<file path="src/rtl/seg_display_ctrl_if.sv">
// Bus between status/result logic and the 7-segment display controller.
// Ports: number/dp/load/lz_en/brightness/blink_mask in; pending/digit/segment out.
interface seg_display_ctrl_if #(
    parameter int NUM_DIGITS  = 8,
    parameter int BRIGHT_BITS = 4
) ();
    logic [4*NUM_DIGITS-1:0] number;
    logic [NUM_DIGITS-1:0]   dp;
    logic                    load;
    logic                    lz_en;
    logic [BRIGHT_BITS-1:0]  brightness;
    logic [NUM_DIGITS-1:0]   blink_mask;
    logic                    pending;
    logic [NUM_DIGITS-1:0]   digit;
    logic [7:0]              segment;

    modport master (
        output number, dp, load, lz_en, brightness, blink_mask,
        input  pending, digit, segment
    );

    modport slave (
        input  number, dp, load, lz_en, brightness, blink_mask,
        output pending, digit, segment
    );
endinterface

</file>
<file path="src/rtl/seg_display_ctrl.sv">
// Time-multiplexed 7-segment controller: frame-synchronous load, LZ blanking, PWM, blink.
// Ports: clk_i, rst_i (sync, active-high), bus_if (slave side of seg_display_ctrl_if).
module seg_display_ctrl #(
    parameter int NUM_DIGITS    = 8,
    parameter int SCAN_INTERVAL = 10_000,
    parameter int BRIGHT_BITS   = 4,
    parameter int BLINK_FRAMES  = 64
) (
    input  logic              clk_i,
    input  logic              rst_i,
    seg_display_ctrl_if.slave bus_if
);
    // cnt shares the width of on_cycles, which may equal SCAN_INTERVAL
    localparam int CW = $clog2(SCAN_INTERVAL + 1);
    localparam int IW = (NUM_DIGITS > 1) ? $clog2(NUM_DIGITS) : 1;
    localparam int FW = (BLINK_FRAMES > 1) ? $clog2(BLINK_FRAMES) : 1;
    localparam int NW = 4 * NUM_DIGITS;

    localparam logic [CW-1:0] CNT_LAST  = CW'(SCAN_INTERVAL - 1);
    localparam logic [IW-1:0] IDX_LAST  = IW'(NUM_DIGITS - 1);
    localparam logic [FW-1:0] FCNT_LAST = FW'(BLINK_FRAMES - 1);

    function automatic logic [6:0] font(input logic [3:0] n);
        logic [6:0] f;
        case (n)
            4'h0:    f = 7'b0111111;
            4'h1:    f = 7'b0000110;
            4'h2:    f = 7'b1011011;
            4'h3:    f = 7'b1001111;
            4'h4:    f = 7'b1100110;
            4'h5:    f = 7'b1101101;
            4'h6:    f = 7'b1111101;
            4'h7:    f = 7'b0000111;
            4'h8:    f = 7'b1111111;
            4'h9:    f = 7'b1101111;
            4'hA:    f = 7'b1110111;
            4'hB:    f = 7'b1111100;
            4'hC:    f = 7'b0111001;
            4'hD:    f = 7'b1011110;
            4'hE:    f = 7'b1111001;
            default: f = 7'b1110001;
        endcase
        return f;
    endfunction

    logic [NW-1:0]         stg_num_q, stg_num_d;
    logic [NUM_DIGITS-1:0] stg_dp_q,  stg_dp_d;
    logic                  pend_q,    pend_d;
    logic [NW-1:0]         shd_num_q, shd_num_d;
    logic [NUM_DIGITS-1:0] shd_dp_q,  shd_dp_d;
    logic [NUM_DIGITS-1:0] lz_q,      lz_d;
    logic [CW-1:0]         cnt_q,     cnt_d;
    logic [IW-1:0]         idx_q,     idx_d;
    logic [FW-1:0]         fcnt_q,    fcnt_d;
    logic                  bph_q,     bph_d;
    logic [CW-1:0]         on_q,      on_d;
    logic [NUM_DIGITS-1:0] digit_q,   digit_d;
    logic [7:0]            seg_q,     seg_d;

    logic                  slot_end;
    logic                  frame_end;
    logic [31:0]           on_prod;
    logic [CW-1:0]         on_now;
    logic [NW-1:0]         src_num;
    logic [NUM_DIGITS-1:0] src_dp;
    logic [NUM_DIGITS-1:0] lz_calc;
    logic                  lz_run;
    logic                  lit;
    logic [3:0]            nib;

    assign slot_end  = (cnt_q == CNT_LAST);
    assign frame_end = slot_end && (idx_q == IDX_LAST);

    // Full-width product so the maximum code yields exactly SCAN_INTERVAL.
    assign on_prod = (32'(bus_if.brightness) + 32'd1)
                   * 32'(SCAN_INTERVAL);

    // Brightness is taken live at cnt==0 so the first slot cycle uses it.
    assign on_now = (cnt_q == '0) ? CW'(on_prod >> BRIGHT_BITS) : on_q;

    // Mask follows whatever the shadow will hold for the coming frame.
    assign src_num = pend_q ? stg_num_q : shd_num_q;
    assign src_dp  = pend_q ? stg_dp_q  : shd_dp_q;

    always_comb begin
        lz_calc = '0;
        lz_run  = 1'b1;
        for (int i = NUM_DIGITS - 1; i >= 1; i--) begin
            if (lz_run && src_num[4*i +: 4] == 4'd0 && !src_dp[i]) begin
                lz_calc[i] = 1'b1;
            end else begin
                lz_run = 1'b0;
            end
        end
        if (!bus_if.lz_en) begin
            lz_calc = '0;
        end
    end

    assign nib = shd_num_q[{idx_q, 2'b00} +: 4];

    assign lit = (cnt_q < on_now)
              && !lz_q[idx_q]
              && !(!bph_q && bus_if.blink_mask[idx_q]);

    always_comb begin
        stg_num_d = stg_num_q;
        stg_dp_d  = stg_dp_q;
        pend_d    = pend_q;
        shd_num_d = shd_num_q;
        shd_dp_d  = shd_dp_q;
        lz_d      = lz_q;
        fcnt_d    = fcnt_q;
        bph_d     = bph_q;
        on_d      = on_now;
        cnt_d     = slot_end ? '0 : cnt_q + CW'(1);
        idx_d     = idx_q;

        if (slot_end) begin
            idx_d = (idx_q == IDX_LAST) ? '0 : idx_q + IW'(1);
        end

        if (frame_end) begin
            lz_d = lz_calc;
            if (pend_q) begin
                shd_num_d = stg_num_q;
                shd_dp_d  = stg_dp_q;
                pend_d    = 1'b0;
            end
            if (fcnt_q == FCNT_LAST) begin
                fcnt_d = '0;
                bph_d  = ~bph_q;
            end else begin
                fcnt_d = fcnt_q + FW'(1);
            end
        end

        // A load on the boundary cycle is staged for the next frame.
        if (bus_if.load) begin
            stg_num_d = bus_if.number;
            stg_dp_d  = bus_if.dp;
            pend_d    = 1'b1;
        end
    end

    always_comb begin
        digit_d = '0;
        for (int i = 0; i < NUM_DIGITS; i++) begin
            digit_d[i] = lit && (idx_q == IW'(i));
        end
        seg_d = lit ? {shd_dp_q[idx_q], font(nib)} : 8'h00;
    end

    always_ff @(posedge clk_i) begin
        if (rst_i) begin
            stg_num_q <= '0;
            stg_dp_q  <= '0;
            pend_q    <= 1'b0;
            shd_num_q <= '0;
            shd_dp_q  <= '0;
            lz_q      <= '0;
            cnt_q     <= '0;
            idx_q     <= '0;
            fcnt_q    <= '0;
            bph_q     <= 1'b1;
            on_q      <= '0;
            digit_q   <= '0;
            seg_q     <= '0;
        end else begin
            stg_num_q <= stg_num_d;
            stg_dp_q  <= stg_dp_d;
            pend_q    <= pend_d;
            shd_num_q <= shd_num_d;
            shd_dp_q  <= shd_dp_d;
            lz_q      <= lz_d;
            cnt_q     <= cnt_d;
            idx_q     <= idx_d;
            fcnt_q    <= fcnt_d;
            bph_q     <= bph_d;
            on_q      <= on_d;
            digit_q   <= digit_d;
            seg_q     <= seg_d;
        end
    end

    assign bus_if.pending = pend_q;
    assign bus_if.digit   = digit_q;
    assign bus_if.segment = seg_q;
endmodule

</file>
<file path="src/flat_wrapper.sv">
// flat-port wrapper written by rule: the top's interface ports become plain ports
module seg_display_ctrl_flat 
#(
    parameter int NUM_DIGITS    = 8,
    parameter int SCAN_INTERVAL = 10_000,
    parameter int BRIGHT_BITS   = 4,
    parameter int BLINK_FRAMES  = 64
)
  (clk_i, rst_i, bus_if_number, bus_if_dp, bus_if_load, bus_if_lz_en, bus_if_brightness, bus_if_blink_mask, bus_if_pending, bus_if_digit, bus_if_segment);
  seg_display_ctrl_if #(.NUM_DIGITS(NUM_DIGITS), .BRIGHT_BITS(BRIGHT_BITS)) bus_if_i ();
  input  logic clk_i;
  input  logic rst_i;
  input wire logic [$bits(bus_if_i.number)-1:0] bus_if_number;
  input wire logic [$bits(bus_if_i.dp)-1:0] bus_if_dp;
  input wire logic [$bits(bus_if_i.load)-1:0] bus_if_load;
  input wire logic [$bits(bus_if_i.lz_en)-1:0] bus_if_lz_en;
  input wire logic [$bits(bus_if_i.brightness)-1:0] bus_if_brightness;
  input wire logic [$bits(bus_if_i.blink_mask)-1:0] bus_if_blink_mask;
  output wire logic [$bits(bus_if_i.pending)-1:0] bus_if_pending;
  output wire logic [$bits(bus_if_i.digit)-1:0] bus_if_digit;
  output wire logic [$bits(bus_if_i.segment)-1:0] bus_if_segment;
  assign bus_if_i.number = bus_if_number;
  assign bus_if_i.dp = bus_if_dp;
  assign bus_if_i.load = bus_if_load;
  assign bus_if_i.lz_en = bus_if_lz_en;
  assign bus_if_i.brightness = bus_if_brightness;
  assign bus_if_i.blink_mask = bus_if_blink_mask;
  assign bus_if_pending = bus_if_i.pending;
  assign bus_if_digit = bus_if_i.digit;
  assign bus_if_segment = bus_if_i.segment;
  seg_display_ctrl #(.NUM_DIGITS(NUM_DIGITS), .SCAN_INTERVAL(SCAN_INTERVAL), .BRIGHT_BITS(BRIGHT_BITS), .BLINK_FRAMES(BLINK_FRAMES)) u_core (.clk_i(clk_i), .rst_i(rst_i), .bus_if(bus_if_i));
endmodule
</file>
<file path="config.mk">
export PLATFORM = sky130hd
export DESIGN_NAME = seg_display_ctrl_flat
export DESIGN_NICKNAME = d
export VERILOG_FILES = /design/src/rtl/seg_display_ctrl_if.sv /design/src/rtl/seg_display_ctrl.sv /design/src/flat_wrapper.sv
export SDC_FILE = /design/constraint.sdc
export NUM_CORES = 1
export LEC_CHECK = 0
export CORE_UTILIZATION = 30
export CTS_CLUSTER_SIZE = 25
export DETAILED_ROUTE_END_ITERATION = 10
export PLACE_DENSITY = 0.45
export SYNTH_ARGS = -nofsm -noshare
export SYNTH_HDL_FRONTEND = slang
export SYNTH_SLANG_ARGS = --single-unit
</file>
<file path="constraint.sdc">
create_clock -name clk_i -period 8.8 [get_ports clk_i]
set_input_delay 1.76 -clock clk_i [delete_from_list [all_inputs] [get_ports clk_i]]
set_output_delay 1.76 -clock clk_i [all_outputs]
set_load 0.01 [all_outputs]
</file>
# [Word level (Yosys, flattened, before mapping)]
# Memories as Yosys holds them, arrays and structs flattened. A register that Yosys moved wholly into a read port is not among the register bits.
# Cells that the tools add are included.
[totals] ff_bits=143 rom_bits=112 input_bits=56 wordCells=110 mem_count=1
[mem_list] name="(no name shown)" words=16 word_bits=7 read_ports=1 rd_ports_with_merged_regs=1 wr=0 line_no="seg_display_ctrl.sv:25" source="case (n)"
[op_classes] add_sub_neg=4 mul=1 n_lt_le_gt_ge=2 eq_ne=9 shift=1 mux=26 n_bitwise=2 reduce_logical=49
[op_table] operator="multiplier 32 x 10 -> 14 bit, second input constant" count=1
[op_table] operator="2-to-1 mux 32 bit" count=1
[op_table] operator="indexed part select 32 x 6 -> 4 bit" count=1
[op_table] operator="logical NOT 4 bit" count=7
[op_table] operator="logical AND 1 bit" count=25
[op_table] operator="2-to-1 mux 1 bit" count=17
[op_table] operator="2-to-1 mux 8 bit" count=2
[op_table] operator="adder 14 x 1 -> 14 bit, second input constant" count=1
[op_table] operator="== test 14 bit, second input constant" count=1
[op_table] operator="logical NOT 14 bit" count=1
[op_table] operator="< comparator 14 bit" count=1
[op_table] operator="2-to-1 mux 14 bit" count=1
[op_table] operator="== test 3 bit, second input constant" count=4
[op_table] operator="logical NOT 1 bit" count=10
[op_table] operator="binary-select mux 1 bit (select 3 bit)" count=3
[op_table] operator="adder 6 x 1 -> 6 bit, second input constant" count=1
[op_table] operator="== test 3 x 2 -> 1 bit, second input constant" count=2
[op_table] operator="== test 6 bit, second input constant" count=1
[op_table] operator="2-to-1 mux 6 bit" count=1
[op_table] operator="adder 4 x 1 -> 5 bit, second input constant" count=1
[op_table] operator="< comparator 3 x 4 -> 1 bit, second input constant" count=1
[op_table] operator="AND reduction 2 bit" count=2
[op_table] operator="OR reduction 2 bit" count=2
[op_table] operator="adder 3 x 1 -> 3 bit, second input constant" count=1
[op_table] operator="5 further kinds" count=6

# [Logic depth before layout (Yosys ltp)]
[depth] ltp_word=23 depth_mapped=21 mapped_depth_nobuf=20

# [Worst setup path after synthesis]
# Ideal clock, no wire load.
[synth_path] kind="input to register" start="input port bus_if_brightness[0]" end="register u_core.seg_q[3], in the netlist u_core.bus_if.segment[3]" t_arrival_ns=5.973 required_ns=8.721 slack_ns=2.748 path_stages=19 n_path_buf=1 cell_sequence="ha_1 xnor2_1 inv_1 fa_1 ha_1 inv_1 fa_1 inv_1 ha_1 o2111a_1 o31a_1 o31a_1 ha_1 nand4_1 nor2_1 o31ai_1 o2111ai_2 buf_6 a211oi_2"
[synth_between] elab_chain_cells=8
[synth_lines] element="from (decl)" line_no="flat_wrapper.sv:17" source="input wire logic [$bits(bus_if_i.brightness)-1:0] bus_if_brightness;"
[synth_lines] element="adder 4 x 1 -> 5 bit" line_no="seg_display_ctrl.sv:75" source="assign on_prod = (32'(bus_if.brightness) + 32'd1)"
[synth_lines] element="multiplier 32 x 10 -> 14 bit" line_no="seg_display_ctrl.sv:76" source="* 32'(SCAN_INTERVAL);"
[synth_lines] element="2-to-1 mux 14 bit" line_no="seg_display_ctrl.sv:79" source="assign on_now = (cnt_q == '0) ? CW'(on_prod >> BRIGHT_BITS) : on_q;"
[synth_lines] element="< comparator 14 bit" line_no="seg_display_ctrl.sv:102" source="assign lit = (cnt_q < on_now)"
[synth_lines] element="logical AND 1 bit" line_no="seg_display_ctrl.sv:103" source="&& !lz_q[idx_q]"
[synth_lines] element="logical AND 1 bit" line_no="seg_display_ctrl.sv:104" source="&& !(!bph_q && bus_if.blink_mask[idx_q]);"
[synth_lines] element="NOT 1 bit (no line)"
[synth_lines] element="OR reduction 2 bit (no line)"
[synth_lines] element="to (decl)" line_no="seg_display_ctrl.sv:58" source="logic [7:0] seg_q, seg_d;"
# No other way between the ends.
# A chain may end at the register's enable or synchronous reset.

# [Worst setup path in the final report]
[layout_path] start="input port bus_if_brightness[0]" end="register u_core.seg_q[4], in the netlist u_core.bus_if.segment[4]"
# The elaborated chain is that of the path after synthesis.

==> impl.org <==
** Finish
- Sequential cell area in the final layout :: 2840 um^2
- The final layout contains 949 nets.
- # fillers :: 2421
- Area Overhead vs Synth :: 22.1%
- Excluding fillers, the count of instances in the completed layout stands at 1168.
- The number of antenna diodes in the final layout is 0.
- After routing the design area is 8720 um^2.
- In the final layout, the multi-input gates occupy 3990 um^2.
- At the end of the flow the core is filled with cells to 37.3%.
- Fraction of final layout cells with drive strength greater than 1 :: 6.60%

** Power and ir drop
- PD cells :: 195 nW/um^2
- In this run the static leakage power is 3.54 nW.
- IR analysis of the VDD net gives a maximum drop of 121 uV.
- Power after layout :: 1.70 mW

** Timing
- Total negative slack for setup checks :: 0 ps
- Worst-case setup margin in the final layout :: 2000 ps
- The hold violation count in the final report came to 0.
- Static timing analysis puts the maximum clock frequency at 147 MHz.
- Worst-Margin Slew :: 1010 ps
- Post-layout minimum cycle time :: 6800 ps
- Final slew viol count :: 0
- Setup violations remaining at the end of the flow were counted as 0.
- Hold_ws :: 450 ps
- Crit share post-route :: 77.3%
- Clock Skews :: 9.98 ps
- Measured against its own limit, the worst slew margin works out to 31.0%.
- Setup repair after global routing missed its margin :: false

** Place
- In this run the tool buffered the top-level ports with 72 buffer cells.
- Worst slack at placement :: 1530 ps
- GP Congestion :: 0.857
- Half-perimeter wire length after placement :: 12.5 mm
- After detailed placement, the design holds a cell count of 1136.
- After detailed placement, the total cell area comes to 8100 um^2.

** Clock tree
- The root buffer cell chosen for the clock tree is clkbuf_16.
- CTS saw 142 sinks.
- The clock passes through at most 2 buffers.
- In this run, post-CTS repair resized a total of 0 instances.
- Number of buffers created by CTS :: 17
- Setup Fix Bufs, Post-CTS :: 0
- The H-tree was split into 4 levels.
- TritonCTS built the clock tree.
- Buffers inserted to repair hold after CTS numbered 0.
- At the later pin of the worst-skew pair, clock insertion delay measures 440 ps.
- Clock transition at path regs :: 70 ps

** Critical path
- In this run the critical register-to-register path is launched from u_core.cnt_q[0].
- At the worst endpoint, the arrival time is 7130 ps.
- Kind of launch point of the worst setup path :: primary input
- In this run the critical register-to-register path is captured at u_core.bus_if.segment[4].
- STA puts the critical path data required time at 9130 ps.
- The largest single stage delay on the critical path is 570 ps.
- Critical path capture point type :: flop
- The slowest stage of the critical path belongs to the cell fa_1.
- Traced cell by cell, the critical path runs through clkdlybuf4s50_1 > ha_1 > xnor2_1 > inv_1 > fa_1 > ha_1 > inv_1 > fa_1 > inv_1 > ha_1 > o2111a_1 > nor3_1 > nor4_1 > nor3_1 > ha_1 > nand4_1 > nor2_1 > o31ai_1 > o2111ai_2 > a2111oi_2.
- In this run the worst path has a maximum fanout of 16.
- Buffer and inverter count on the worst path :: 4
- Critical path class :: in -> reg
- The most numerous cell type found on the critical path is ha_1.
- Kind of cell adding the most delay to the critical path :: adder cells
- Worst-case reg-to-reg path depth :: 14
- In this run the register-to-register setup slack is 5170 ps.

** Synthesis
- For this run, the number of Yosys warnings is 0.
- Largest cells by area after synthesis :: dfxtp_1 (40%), ha_1 (9.3%), mux2i_1 (7.6%), nand2_1 (5.8%), nor2_1 (4.7%)
- Average cell area after synthesis :: 9.15 um^2
- dfxtp_1 takes more of the synthesized area than any other cell.
- Most numerous cell in the Yosys netlist :: dfxtp_1
- The commonest cells after synthesis are dfxtp_1 (142), nand2_1 (110), nor2_1 (89).
- Count of unique library cells instantiated by Yosys :: 65
- Total standard cell area after synthesis :: 7150 um^2
- When the netlist entered floorplanning its net count stood at 894.
- Top cell type's share of synthesized area :: 39.8%
- The share of the Yosys chip area taken by registers is 39.8%.
- Synthesis produced 781 cells.
- For this run, the leading register cell type out of synthesis is dfxtp_1.
- For this run, asynchronously set or reset flops after synthesis account for 0%.
- Number of flops mapped to enable cells by yosys :: 0
- In this run, synthesis produced a sequential element count of 142.

** Global routing
- The number of global-route vias before repair is 5316.
- Entering global routing, the biggest net connects 95 pins.
- The number of antenna violations at the first check in global routing is 0.
- The first global-routing pass estimated 28.6 mm of wire.
- Global routing finished with a remaining overflow of 0.
- Global routing consumed, over all layers together, 15.2% of the routing resources.

** Drt
- WL/cell :: 15.1 um
- Vias per cell :: 4.77
- The count of nets left with antenna violations once routing finished came out at 0.
- WL final :: 17.7 mm
- Initial DRT Pass Iterations :: 4
- The routed layout has 5567 vias.
- For this block, the initial DRC count from the detailed router was 235.
- Post-route DRC violation count :: 0

** Die
- In this run the standard cell core region covers 23400 um^2.
- Once the floorplan was initialized, standard cells occupied 30.5% of the core.
- From bottom edge to top edge, the die measures 156 um.
- The die covers 24400 um^2.
- 73 I/O pins were placed.
- The floorplan step set the die width to 156 um.
- After floorplanning, the core was divided into 56 placement rows.

** Flow run
- Max-cap violations in this run came to 0.

** Hold path
- Startpoint of the tightest hold check path :: u_core.shd_dp_q[0]
- Class of the tightest hold or removal check :: reg -> reg
- Worst Hold Depth :: 2
- Hold EP :: u_core.shd_dp_q[0]

** Outcome
- Run status :: complete, no violations
worst max-delay path by stage:
stage / from / to / slack, ps / cells past startpoint
2_1_floorplan: bus_if_brightness[0] / u_core.bus_if.segment[3] / 2750 / 19
3_3_place_gp: bus_if_brightness[0] / u_core.bus_if.segment[4] / 1610 / 19
3_5_place_dp: bus_if_brightness[0] / u_core.bus_if.segment[2] / 1530 / 20
4_1_cts: bus_if_brightness[0] / u_core.bus_if.segment[2] / 1960 / 20
5_1_grt: bus_if_brightness[0] / u_core.bus_if.digit[0] / 1410 / 20
6_report: bus_if_brightness[0] / u_core.bus_if.segment[4] / 2000 / 20
per-layer routing:
metal  global-route usage (%)  vias to the layer above  routed length (um)
met1                     21.7                     2595                9260
met2                     22.4                       90                7600
met3                     3.46                       16                 583
met4                     4.95                        0                 236
met5                        0                        -                   0
li1                         -                     2866                   -
state kept, by name (all words and copies together) (netlist names):
signal                 count
u_core.stg_num_q          32
u_core.idx_q               3
u_core.shd_num_q          32
u_core.bus_if.digit        8
u_core.stg_dp_q            8
u_core.bus_if.pending      1
u_core.bph_q               1
u_core.bus_if.segment      8
u_core.shd_dp_q            8
u_core.lz_q                7
u_core.fcnt_q              6
u_core.cnt_q              14
u_core.on_q               14
worst min-delay path, delay by kind of cell (launching register included):
family | cells | cell delay (ps)
flops | 1 | 310
simple gates | 1 | 50
compound gates | 1 | 50
final cells by class:
class,count,share of cell area (%)
clock buffer,17,4.88
timing repair buffer,78,8.69
tap,319,4.58
sequential,142,32.6
multi-input combinational,569,45.8
clock inverter,15,2.31
inverter,28,1.20
logic make-up (layout without fill, tap and decap cells):
| logic type | count (synthesis) | count (layout) | synth area share, % |
|---|---|---|---|
| adders and majority gates | 57 | 57 | 10.4 |
| buffers and inverters | 70 | 138 | 4.45 |
| and+or+nand+nor | 314 | 314 | 20.4 |
| muxes | 69 | 69 | 12.6 |
| AOI/OAI and AO/OA | 109 | 109 | 9.88 |
| DFF | 142 | 142 | 39.8 |
| xor gates and xnor gates | 20 | 20 | 2.45 |
where the power goes:
group	switching [mW]	leakage, nW	internal, mW
Combinational	0.131	2.08	0.113
Clock	0.317	0.305	0.457
Sequential	0.0156	1.16	0.671
Total	0.463	3.54	1.24
placed cells by master, fill, tap and decap left out, types with 7 or more instances in the layout:
cell type        netlist  layout
xor2_1                11      11
ha_1                  53      53
xnor2_1                9       9
mux2i_1               54      54
nor4b_1                7       7
clkbuf_16              0      17
mux4_1                12      12
dfxtp_1              142     142
and3_1                 9       8
a21oi_1               61      61
nand2_1              110     110
nand3_1               23      22
buf_4                  2       7
clkdlybuf4s50_1        0      70
inv_1                 27      27
nor2_1                89      89
nor3_1                23      23
nand4_1               10      10
Power figures use the tool's default switching activity.
